`src/rtl/sha3_msg_arbiter_pkg.sv`:
```
// Shared types and default sizing for the SHA3 message arbiter.
package sha3_msg_arbiter_pkg;

    // Default requester count, beat width and digest length (SHA3-256).
    localparam int DEF_N_REQ        = 4;
    localparam int DEF_DATA_W       = 64;
    localparam int DEF_DIGEST_WORDS = 4;

    // Message-level arbitration phases.
    typedef enum logic [1:0] {
        IDLE    = 2'd0,
        ABSORB  = 2'd1,
        SQUEEZE = 2'd2
    } arb_state_t;

endpackage

```
`src/rtl/sha3_msg_arbiter_if.sv`:
```
// Handshake bundle between the requester fabric, the arbiter and the SHA3 core.
// The master view belongs to the arbiter; the slave view is the surrounding
// environment (requesters plus the core's TB-side handshake).
interface sha3_msg_arbiter_if
    import sha3_msg_arbiter_pkg::*;
#(
    parameter int N_REQ  = DEF_N_REQ,
    parameter int DATA_W = DEF_DATA_W
);

    // Requester-facing absorb stream
    logic [N_REQ-1:0]        req_valid;
    logic [N_REQ*DATA_W-1:0] req_data;
    logic [N_REQ-1:0]        req_done;
    logic [N_REQ-1:0]        req_ready;

    // Requester-facing digest stream
    logic [N_REQ-1:0]        rsp_valid;
    logic [DATA_W-1:0]       rsp_data;
    logic [N_REQ-1:0]        rsp_ready;

    // Core absorb side
    logic                    sha3_in_valid;
    logic [DATA_W-1:0]       sha3_in_data;
    logic                    sha3_in_done;
    logic                    sha3_in_ready;

    // Core squeeze side and status
    logic                    sha3_out_valid;
    logic [DATA_W-1:0]       sha3_out_data;
    logic                    sha3_out_ready;
    logic                    sha3_busy;

    modport master (
        input  req_valid, req_data, req_done, rsp_ready,
        input  sha3_in_ready, sha3_out_valid, sha3_out_data, sha3_busy,
        output req_ready, rsp_valid, rsp_data,
        output sha3_in_valid, sha3_in_data, sha3_in_done, sha3_out_ready
    );

    modport slave (
        output req_valid, req_data, req_done, rsp_ready,
        output sha3_in_ready, sha3_out_valid, sha3_out_data, sha3_busy,
        input  req_ready, rsp_valid, rsp_data,
        input  sha3_in_valid, sha3_in_data, sha3_in_done, sha3_out_ready
    );

endinterface

```
`src/rtl/sha3_msg_arbiter_rr_arbiter.sv`:
```
// Combinational round-robin picker: scans req starting at ptr and wrapping,
// returning the first hit as both a one-hot vector and an index.
module sha3_msg_arbiter_rr_arbiter #(
    parameter  int N     = 4,
    localparam int IDX_W = (N > 1) ? $clog2(N) : 1
) (
    input  logic [N-1:0]     req,
    input  logic [IDX_W-1:0] ptr,
    output logic [N-1:0]     grant,
    output logic [IDX_W-1:0] grant_idx,
    output logic             any
);

    logic [IDX_W-1:0] scan;

    // Walk ptr, ptr+1, ... (mod N) and latch the first requester seen.
    always_comb begin
        grant     = '0;
        grant_idx = '0;
        any       = 1'b0;
        scan      = ptr;
        for (int k = 0; k < N; k++) begin
            if (!any && req[scan]) begin
                any         = 1'b1;
                grant[scan] = 1'b1;
                grant_idx   = scan;
            end
            scan = (scan == IDX_W'(N - 1)) ? '0 : scan + 1'b1;
        end
    end

endmodule

```
`src/rtl/sha3_msg_arbiter.sv`:
```
// Shares one SHA3 core among N_REQ requesters one whole message at a time:
// grant, pass the absorb stream through, return DIGEST_WORDS digest beats to
// the same requester, then re-arbitrate round-robin from the next requester.
module sha3_msg_arbiter
    import sha3_msg_arbiter_pkg::*;
#(
    parameter  int N_REQ        = DEF_N_REQ,
    parameter  int DATA_W       = DEF_DATA_W,
    parameter  int DIGEST_WORDS = DEF_DIGEST_WORDS,
    localparam int GNT_W        = $clog2(N_REQ),
    localparam int BEAT_W       = $clog2(DIGEST_WORDS) + 1
) (
    input  logic                 clk,
    input  logic                 rst_n,
    sha3_msg_arbiter_if.master   bus,
    output logic [GNT_W-1:0]     grant_id,
    output logic                 active,
    output logic                 err_spurious
);

    arb_state_t        state_q,    state_d;
    logic [GNT_W-1:0]  grant_q,    grant_d;
    logic [N_REQ-1:0]  gnt_oh_q,   gnt_oh_d;
    logic [GNT_W-1:0]  rr_ptr_q,   rr_ptr_d;
    logic [BEAT_W-1:0] beat_cnt_q, beat_cnt_d;
    logic              err_q,      err_d;

    logic [N_REQ-1:0]  arb_oh;
    logic [GNT_W-1:0]  arb_idx;
    logic              arb_any;

    logic              in_vld;
    logic              in_done;
    logic              out_rdy;

    sha3_msg_arbiter_rr_arbiter #(
        .N (N_REQ)
    ) u_rr (
        .req       (bus.req_valid),
        .ptr       (rr_ptr_q),
        .grant     (arb_oh),
        .grant_idx (arb_idx),
        .any       (arb_any)
    );

    // State, grant, round-robin pointer, digest beat counter and sticky error.
    always_ff @(posedge clk or negedge rst_n) begin
        if (!rst_n) begin
            state_q    <= IDLE;
            grant_q    <= '0;
            gnt_oh_q   <= '0;
            rr_ptr_q   <= '0;
            beat_cnt_q <= '0;
            err_q      <= 1'b0;
        end else begin
            state_q    <= state_d;
            grant_q    <= grant_d;
            gnt_oh_q   <= gnt_oh_d;
            rr_ptr_q   <= rr_ptr_d;
            beat_cnt_q <= beat_cnt_d;
            err_q      <= err_d;
        end
    end

    // Next-state logic and stream routing for the granted requester.
    always_comb begin
        state_d            = state_q;
        grant_d            = grant_q;
        gnt_oh_d           = gnt_oh_q;
        rr_ptr_d           = rr_ptr_q;
        beat_cnt_d         = beat_cnt_q;
        err_d              = err_q;
        in_vld             = 1'b0;
        in_done            = 1'b0;
        out_rdy            = 1'b0;
        bus.req_ready      = '0;
        bus.rsp_valid      = '0;
        bus.rsp_data       = '0;
        bus.sha3_in_valid  = 1'b0;
        bus.sha3_in_data   = '0;
        bus.sha3_in_done   = 1'b0;
        bus.sha3_out_ready = 1'b0;

        case (state_q)
            IDLE: begin
                // A busy core is still finishing someone else's work; hold off.
                if (arb_any && !bus.sha3_busy) begin
                    grant_d  = arb_idx;
                    gnt_oh_d = arb_oh;
                    state_d  = ABSORB;
                end
            end

            ABSORB: begin
                in_vld            = bus.req_valid[grant_q];
                in_done           = bus.req_done[grant_q];
                bus.sha3_in_valid = in_vld;
                bus.sha3_in_data  = bus.req_data[grant_q*DATA_W +: DATA_W];
                bus.sha3_in_done  = in_done;
                bus.req_ready     = gnt_oh_q & {N_REQ{bus.sha3_in_ready}};
                // A requester that stalls mid-message keeps the grant.
                if (in_vld && bus.sha3_in_ready && in_done) begin
                    state_d    = SQUEEZE;
                    beat_cnt_d = '0;
                end
            end

            SQUEEZE: begin
                out_rdy            = bus.rsp_ready[grant_q];
                bus.rsp_valid      = gnt_oh_q & {N_REQ{bus.sha3_out_valid}};
                bus.rsp_data       = bus.sha3_out_data;
                bus.sha3_out_ready = out_rdy;
                if (bus.sha3_out_valid && out_rdy) begin
                    beat_cnt_d = beat_cnt_q + 1'b1;
                    if (beat_cnt_q == BEAT_W'(DIGEST_WORDS - 1)) begin
                        state_d  = IDLE;
                        rr_ptr_d = (grant_q == GNT_W'(N_REQ - 1)) ? '0 : grant_q + 1'b1;
                    end
                end
            end

            default: state_d = IDLE;
        endcase

        // Digest output with nobody waiting for it means the core and the
        // arbiter disagree about message boundaries.
        if (state_q != SQUEEZE && bus.sha3_out_valid) begin
            err_d = 1'b1;
        end
    end

    assign grant_id     = grant_q;
    assign active       = (state_q != IDLE);
    assign err_spurious = err_q;

endmodule

```
`src/flat_wrapper.sv`:
```
// flat-port wrapper written by rule: the top's interface ports become plain ports
module sha3_msg_arbiter_flat import sha3_msg_arbiter_pkg::*;
#(
    parameter  int N_REQ        = DEF_N_REQ,
    parameter  int DATA_W       = DEF_DATA_W,
    parameter  int DIGEST_WORDS = DEF_DIGEST_WORDS,
    localparam int GNT_W        = $clog2(N_REQ),
    localparam int BEAT_W       = $clog2(DIGEST_WORDS) + 1
)
  (clk, rst_n, grant_id, active, err_spurious, bus_req_valid, bus_req_data, bus_req_done, bus_rsp_ready, bus_sha3_in_ready, bus_sha3_out_valid, bus_sha3_out_data, bus_sha3_busy, bus_req_ready, bus_rsp_valid, bus_rsp_data, bus_sha3_in_valid, bus_sha3_in_data, bus_sha3_in_done, bus_sha3_out_ready);
  sha3_msg_arbiter_if #(.N_REQ(N_REQ), .DATA_W(DATA_W)) bus_i ();
  input  logic clk;
  input  logic rst_n;
  output logic [GNT_W-1:0] grant_id;
  output logic active;
  output logic err_spurious;
  input wire logic [$bits(bus_i.req_valid)-1:0] bus_req_valid;
  input wire logic [$bits(bus_i.req_data)-1:0] bus_req_data;
  input wire logic [$bits(bus_i.req_done)-1:0] bus_req_done;
  input wire logic [$bits(bus_i.rsp_ready)-1:0] bus_rsp_ready;
  input wire logic [$bits(bus_i.sha3_in_ready)-1:0] bus_sha3_in_ready;
  input wire logic [$bits(bus_i.sha3_out_valid)-1:0] bus_sha3_out_valid;
  input wire logic [$bits(bus_i.sha3_out_data)-1:0] bus_sha3_out_data;
  input wire logic [$bits(bus_i.sha3_busy)-1:0] bus_sha3_busy;
  output wire logic [$bits(bus_i.req_ready)-1:0] bus_req_ready;
  output wire logic [$bits(bus_i.rsp_valid)-1:0] bus_rsp_valid;
  output wire logic [$bits(bus_i.rsp_data)-1:0] bus_rsp_data;
  output wire logic [$bits(bus_i.sha3_in_valid)-1:0] bus_sha3_in_valid;
  output wire logic [$bits(bus_i.sha3_in_data)-1:0] bus_sha3_in_data;
  output wire logic [$bits(bus_i.sha3_in_done)-1:0] bus_sha3_in_done;
  output wire logic [$bits(bus_i.sha3_out_ready)-1:0] bus_sha3_out_ready;
  assign bus_i.req_valid = bus_req_valid;
  assign bus_i.req_data = bus_req_data;
  assign bus_i.req_done = bus_req_done;
  assign bus_i.rsp_ready = bus_rsp_ready;
  assign bus_i.sha3_in_ready = bus_sha3_in_ready;
  assign bus_i.sha3_out_valid = bus_sha3_out_valid;
  assign bus_i.sha3_out_data = bus_sha3_out_data;
  assign bus_i.sha3_busy = bus_sha3_busy;
  assign bus_req_ready = bus_i.req_ready;
  assign bus_rsp_valid = bus_i.rsp_valid;
  assign bus_rsp_data = bus_i.rsp_data;
  assign bus_sha3_in_valid = bus_i.sha3_in_valid;
  assign bus_sha3_in_data = bus_i.sha3_in_data;
  assign bus_sha3_in_done = bus_i.sha3_in_done;
  assign bus_sha3_out_ready = bus_i.sha3_out_ready;
  sha3_msg_arbiter #(.N_REQ(N_REQ), .DATA_W(DATA_W), .DIGEST_WORDS(DIGEST_WORDS)) u_core (.clk(clk), .rst_n(rst_n), .bus(bus_i), .grant_id(grant_id), .active(active), .err_spurious(err_spurious));
endmodule
```
`config.mk`:
```
export PLATFORM = sky130hd
export DESIGN_NAME = sha3_msg_arbiter_flat
export DESIGN_NICKNAME = d
export VERILOG_FILES = /design/src/rtl/sha3_msg_arbiter_pkg.sv /design/src/rtl/sha3_msg_arbiter_if.sv /design/src/rtl/sha3_msg_arbiter_rr_arbiter.sv /design/src/rtl/sha3_msg_arbiter.sv /design/src/flat_wrapper.sv
export SDC_FILE = /design/constraint.sdc
export NUM_CORES = 1
export LEC_CHECK = 0
export CAP_MARGIN = 15
export CORE_AREA = 2 2 187 189
export DETAILED_ROUTE_END_ITERATION = 16
export DIE_AREA = 0 0 189 191
export GPL_ROUTABILITY_DRIVEN = 0
export PLACE_DENSITY_LB_ADDON = 0.3
export SLEW_MARGIN = 20
export SYNTH_ARGS = -nofsm -noshare
export SYNTH_HDL_FRONTEND = slang
export SYNTH_HIERARCHICAL = 1
export SYNTH_SLANG_ARGS = --single-unit
```
`constraint.sdc`:
```
create_clock -name clk -period 2.6 [get_ports clk]
set_input_delay 0.39 -clock clk [delete_from_list [all_inputs] [get_ports clk]]
set_output_delay 0.39 -clock clk [all_outputs]
set_load 0.01 [all_outputs]
```
**Word level (Yosys, flattened, before mapping)**

Index checks and enable logic that the tools add are counted.

- Bits of input ports: 337
- Output and inout port bits: 143
- Flip-flop bits (word level): 14

- Order comparisons: 9
- Add/sub/neg operators: 5
- Muxes and demuxes: 53
- Shifts and indexed selects: 1
- Reduce and logical (&&, ||, !) cells: 23
- Bitwise gates (word level): 5
- Equality and inequality tests: 12

Operators with widths:

| kind | count |
|---|---|
| 256-bit by 9-bit variable part select with 64-bit output | 1 |
| 64-bit two-way mux | 2 |
| 2-bit two-way mux | 12 |
| 4-bit two-way mux | 6 |
| 1-bit two-way mux | 18 |
| 2-bit by 3-bit < comparator with 1-bit output, second input constant | 5 |
| 1-bit binary-select mux with 2-bit select | 7 |
| 1-bit logical AND | 12 |
| 4-bit bitwise OR | 3 |
| 2-bit == test, second input constant | 5 |
| 2-bit by 1-bit adder with 2-bit output, second input constant | 4 |
| 4-bit bitwise AND | 2 |
| 1-bit demux with 2-bit select | 4 |
| 2-bit by 1-bit >= comparator with 1-bit output, second input constant | 4 |
| 2-bit by 1-bit inequality test with 1-bit output, second input constant | 4 |
| 3-bit two-way mux | 2 |
| 2-bit one-hot mux with 3 select lines | 1 |
| 3-bit one-hot mux with 2 select lines | 1 |
| 3-bit AND reduction | 2 |
| 1-bit zero test | 4 |
| 4-bit AND reduction | 1 |
| 2-bit nonzero test | 2 |
| 3-bit by 1-bit adder with 3-bit output, second input constant | 1 |
| 3-bit by 2-bit == test with 1-bit output, second input constant | 1 |
| other kinds (4) | 4 |

**Logic depth before layout (Yosys ltp)**

- Word-level depth: 15
- Mapped depth: 10
- Mapped depth without buffers: 8

**Cells and area by module**

Netlist, hierarchy kept.

Modules (own cells, without submodules):

| module | sequential area each (µm²) | area each (µm²) | cells an instance | instances |
|---|---|---|---|---|
| sha3_msg_arbiter | 350.3 | 3190.6 | 284 | 1 |
| sha3_msg_arbiter_rr_arbiter | 0.0 | 565.5 | 69 | 1 |

**Least setup slack after synthesis**

OpenSTA, ideal clock, no wires.

- Path type: register to register
- Start: reg u_core.rr_ptr_q[0]
- End: reg u_core.gnt_oh_q[0]
- Cell stages (with the launch flop): 11
- Arrival time: 2.493 ns
- Setup slack: -0.018 ns
- Library setup time: 0.125 ns
- Clock period less this slack: 2.618 ns
- Cell sequence: dfrtp_1 > buf_2 > inv_1 > ha_1 > clkbuf_1 > inv_1 > a211o_1 > o211a_1 > a22o_1 > a221o_1 > mux2_2

- Elaborated cells on any way between the ends: 56
- Those cells by class: 3 x add/sub; 8 x order compare; 3 x eq/ne; 27 x mux; 3 x bitwise; 12 x reduce/logical

RTL lines:

| what | line | text |
|---|---|---|
| start: declaration | sha3_msg_arbiter.sv:24 | `logic [GNT_W-1:0] rr_ptr_q, rr_ptr_d;` |
| start signal: assignment | sha3_msg_arbiter.sv:59 | `rr_ptr_q <= rr_ptr_d;` |
| 2-bit by 1-bit adder with 2-bit output (tied with other cells) | sha3_msg_arbiter_rr_arbiter.sv:28 | `scan = (scan == IDX_W'(N - 1)) ? '0 : scan + 1'b1;` |
| 2-bit two-way mux / 1-bit two-way mux (equally long branches) | sha3_msg_arbiter_rr_arbiter.sv:28, sha3_msg_arbiter_rr_arbiter.sv:23 |  |
| 2-bit by 1-bit adder with 2-bit output (tied with other cells) | sha3_msg_arbiter_rr_arbiter.sv:28 |  |
| 2-bit two-way mux (tied with other cells) | sha3_msg_arbiter_rr_arbiter.sv:28 |  |
| 2-bit by 1-bit adder with 2-bit output (tied with other cells) | sha3_msg_arbiter_rr_arbiter.sv:28 |  |
| 2-bit two-way mux (tied with other cells) | sha3_msg_arbiter_rr_arbiter.sv:28 |  |
| 2-bit by 3-bit < comparator with 1-bit output (implied by the code) (tied with other cells) | sha3_msg_arbiter_rr_arbiter.sv:25 | `grant[scan] = 1'b1;` |
| 1-bit logical AND (implied by the code) (tied with other cells) | sha3_msg_arbiter_rr_arbiter.sv:25 |  |
| 1-bit two-way mux (implied by the code) (tied with other cells) | sha3_msg_arbiter_rr_arbiter.sv:25 |  |
| 1-bit demux with 2-bit select (tied with other cells) | sha3_msg_arbiter_rr_arbiter.sv:25 |  |
| 4-bit bitwise OR (no source line) / 1-bit logical AND (equally long branches) | -- |  |
| 4-bit two-way mux * | sha3_msg_arbiter_rr_arbiter.sv:23 | `if (!any && req[scan]) begin` |
| named net u_core.arb_oh[0] | sha3_msg_arbiter.sv:28 | `logic [N_REQ-1:0] arb_oh;` |
| end signal: assignment | sha3_msg_arbiter.sv:58 | `gnt_oh_q <= gnt_oh_d;` |
| end: declaration | sha3_msg_arbiter.sv:23 | `logic [N_REQ-1:0] gnt_oh_q, gnt_oh_d;` |

Mark *: on every way through the listed nets, which the timed path passes. The rest lies on a longest branch. The select of a mux whose other input is x is not followed.
A chain may end at the register's enable or synchronous reset.

**Worst setup path in the final report**

- Start: reg u_core.grant_q[0], in the netlist u_core/grant_id[0]
- End: out bus_sha3_in_data[51]

- Longest elaborated chain between the ends: 2

RTL lines:

| what | line | text |
|---|---|---|
| start: declaration | sha3_msg_arbiter.sv:22 | `logic [GNT_W-1:0] grant_q, grant_d;` |
| start signal: assignment | sha3_msg_arbiter.sv:57 | `grant_q <= grant_d;` |
| 256-bit by 9-bit variable part select with 64-bit output | sha3_msg_arbiter.sv:98 | `bus.sha3_in_data = bus.req_data[grant_q*DATA_W +: DATA_W];` |
| 64-bit two-way mux | sha3_msg_arbiter.sv:84 | `case (state_q)` |
| end: declaration | flat_wrapper.sv:29 | `output wire logic [$bits(bus_i.sha3_in_data)-1:0] bus_sha3_in_data;` |

Every way passes these cells.

==> results <==
[sequential cells by signal (all words and copies together), names as in the netlist]
| signal | cells |
|---|---|
| u_core/state_q | 2 |
| u_core/gnt_oh_q | 4 |
| u_core/grant_id | 2 |
| u_core/err_spurious | 1 |
| u_core/beat_cnt_q | 3 |
| u_core/rr_ptr_q | 2 |
[kinds of logic (layout without fill, tap and decap cells)]
family	after synthesis	count (layout)	synth area share [%]
AO/OA/AOI/OAI	32	32	7.062
XOR/XNOR	1	1	0.2332
buffers and inverters	45	523	6.762
flip-flops	14	14	9.327
adder cells (fa/ha/maj)	10	10	3.331
AND/OR/NAND/NOR	169	169	28.38
multiplexers	82	82	44.90
[power by group through the flow]
stage	Clock, W	Sequential (W)	Combinational [W]
after global placement	0	0.000481	0.00576
after detailed placement	0	0.000485	0.00573
final	0.000325	0.000402	0.00569
after global routing	0.000339	0.000418	0.00607
after CTS	0.000334	0.000407	0.00582
after floorplan	0	0.000350	0.00276
[Yosys cell counts, types with 2 or more instances]
master,count,area (um2)
a32o_1,2,20.02
o21ai_0,2,10.01
mux2_2,8,90.09
and3_1,9,56.30
nand3_1,2,10.01
dfrtp_1,14,350.3
mux4_2,68,1531
and2_1,130,813.3
a221o_1,4,40.04
buf_2,11,55.05
buf_1,2,7.510
nor2b_1,5,31.28
inv_1,7,26.28
o211a_1,2,20.02
a21o_1,2,15.01
nand2b_1,2,12.51
ha_1,10,125.1
a21oi_2,2,17.52
mux2i_1,5,50.05
a22o_1,4,35.03
buf_6,8,90.09
clkbuf_1,16,60.06
a21oi_1,2,10.01
a22oi_1,2,15.01
nor2_1,6,22.52
nand4_1,2,12.51
nand2_1,2,7.510
[final cells by class]
cell class	instances	area share (%)
well taps	455	6.037
flip-flops and latches	14	3.795
repair buffers	512	55.37
multi-input cells	294	33.58
clock buffers	4	0.9420
inverters	7	0.2786
[per-stage QoR]
step	util [%]	setup slack, ns	TNS [ns]	cell area [um2]
after floorplan	-	0.09701	0	3757
after global placement	26.99	-0.01711	-0.01711	9208
after detailed placement	26.99	-0.003231	-0.003231	9208
after CTS	27.39	0.0003242	0	9344
after global routing	27.64	-0.0004039	-0.0004039	9430
final	27.64	0.05207	0	9430
[layer usage]
metal,up-vias,GRT usage [%],wire [um]
li1,2287,-,-
met1,2387,17.30,10870
met2,215,22.98,13140
met3,6,1.818,1641
met4,0,1.052,88
met5,-,0,0
[worst min-delay path by stage]
stage	startpoint	cells after the start	endpoint
after floorplan	rst_n	0	u_core/beat_cnt_q[0]$_DFFE_PN0P_
after detailed placement	u_core/err_spurious$_DFFE_PN0P_	1	u_core/err_spurious$_DFFE_PN0P_
final	u_core/err_spurious$_DFFE_PN0P_	1	u_core/err_spurious$_DFFE_PN0P_
after global routing	u_core/err_spurious$_DFFE_PN0P_	1	u_core/err_spurious$_DFFE_PN0P_
after global placement	u_core/err_spurious$_DFFE_PN0P_	1	u_core/err_spurious$_DFFE_PN0P_
after CTS	u_core/err_spurious$_DFFE_PN0P_	1	u_core/err_spurious$_DFFE_PN0P_
[layout by cell type (no fill, tap or decap), drive strengths merged, types with 2 or more instances in the layout]
cell type,count
a21o,2
o21ai,3
ha,10
nor2b,5
a221o,4
clkbuf,4
nand4,2
dfrtp,14
dlymetal6s2s,19
o211a,2
nand3,2
clkdlybuf4s50,436
a21oi,4
nand2,3
and3,9
nand2b,2
inv,7
nor2,7
and2,131
mux2,9
a22oi,2
mux2i,5
mux4,68
a32o,2
dlygate4sd2,24
a22o,4
o311ai,2
buf,33
[timing repair]
action / CTS / global route
pin swaps: 0 / 0
gates resized for setup: 25 / 20
cloned: 0 / 0
setup buffers: 6 / 3
endpoints found under the setup margin: 67 / 27
==> run metrics <==
Ports=480; buffers plus inverters on the worst setup path=3; Startpoint Class=flop; Remaining Overflow, GRT=0; max_slew headroom=56.59%; final wirelength=25.74 mm; DIE WIDTH=189 um; drt initial violations=242; Combinational Power Share=88.7%; Hold WC Path Type=flop to flop; Post-Syn Area=0.003756 mm2; crit-path cells=buf_12 -> buf_4 -> mux4_2 -> and2_1 -> clkdlybuf4s50_1; CP Depth=5; Tmin final=2.548 ns; via count=4895; Clock Latency Late Sink=0.25 ns; Max-cap violations=0; Int Pwr=0.003867 W; Final nets=1179; WL/cell=20.01 um; drt pass-1 iters=4; Highest Clock Rate=0.3925 GHz; largest net degree at the start of global routing=74; Synth Net Count=700; storage element area=357.8 um2; H-Tree Depth=1; CP startpoint=u_core/grant_id[0]$_DFFE_PN0P_; EDFF count, synth=0; final setup vio count=0; CP peak stage delay=0.50 ns; clock power share=5.1%; max-slew violation count=0; switching share of total power=39.76%; CTS sink count=14; hold buffers post-CTS=0; GRT Total Usage=12.96%; overall power=0.006419 W; Layout fillers=3605; area grow syn2layout=151.1%; remaining antenna violation count=0; outcome=complete, no violations; Ant. Diodes=0; Worst VDD drop=0.2596 mV; Top delay family on crit path=buffers and inverters; crit-path max FO=8; Worst EP arrival=2.16 ns; sw power=0.002552 W; Setup Skew=0.004868 ns; Reg-to-Reg Start=u_core/rr_ptr_q[0]$_DFFE_PN0P_; sequential power share=6.3%; core area=0.03412 mm2; Pleak=3.754 nW; global-route wire length before repair=35.23 mm; area of the multi-input gates=0.003167 mm2; crit end category=output pin; hold_ws=0.4575 ns; Die Ht=191 um; port bufs=479; Unique masters post-synth=51; Seq cells post-synth=14; Final Cycle Share=98.00%; clock buffer depth=2; CP max stage cell=dfrtp_4; root buf cell=clkbuf_16; top_reg_cell synth=dfrtp_1; Non-Filler Instances=1286; register area share after synthesis=9.327%; Post-route DRC=0; Vias/cell=3.806; CTS tree=yes; placed cell count=1273; pin slew with the least headroom to its limit=0.6491 ns; Crit Path Class=flop to output pin; vias in the first global route=5089; initial antenna violation count=0; TritonCTS buffer count=3; Reg-to-Reg End=u_core/grant_id[1]$_DFFE_PN0P_; CTS clock-pin slew for the worst setup and hold paths=0.05 ns; register-to-register setup slack=0.18 ns; Mean Syn Cell Area=10.64 um2; Required @ worst endpoint=2.21 ns; std cell rows=68; asr flop ratio synth=100.0%; power density cells=680.7 mW/mm2; final hold violation count=0; depth of the most critical reg-to-reg path=7; layout cells sized above 1=15.28%; die footprint=0.03610 mm2; Cells after Synth=353; Ys Warns=6; Initial Util=11.01%; detailed-placement wirelength estimate=21.80 mm; CP endpoint=bus_sha3_in_data[51]
Power figures use the tool's default switching activity.
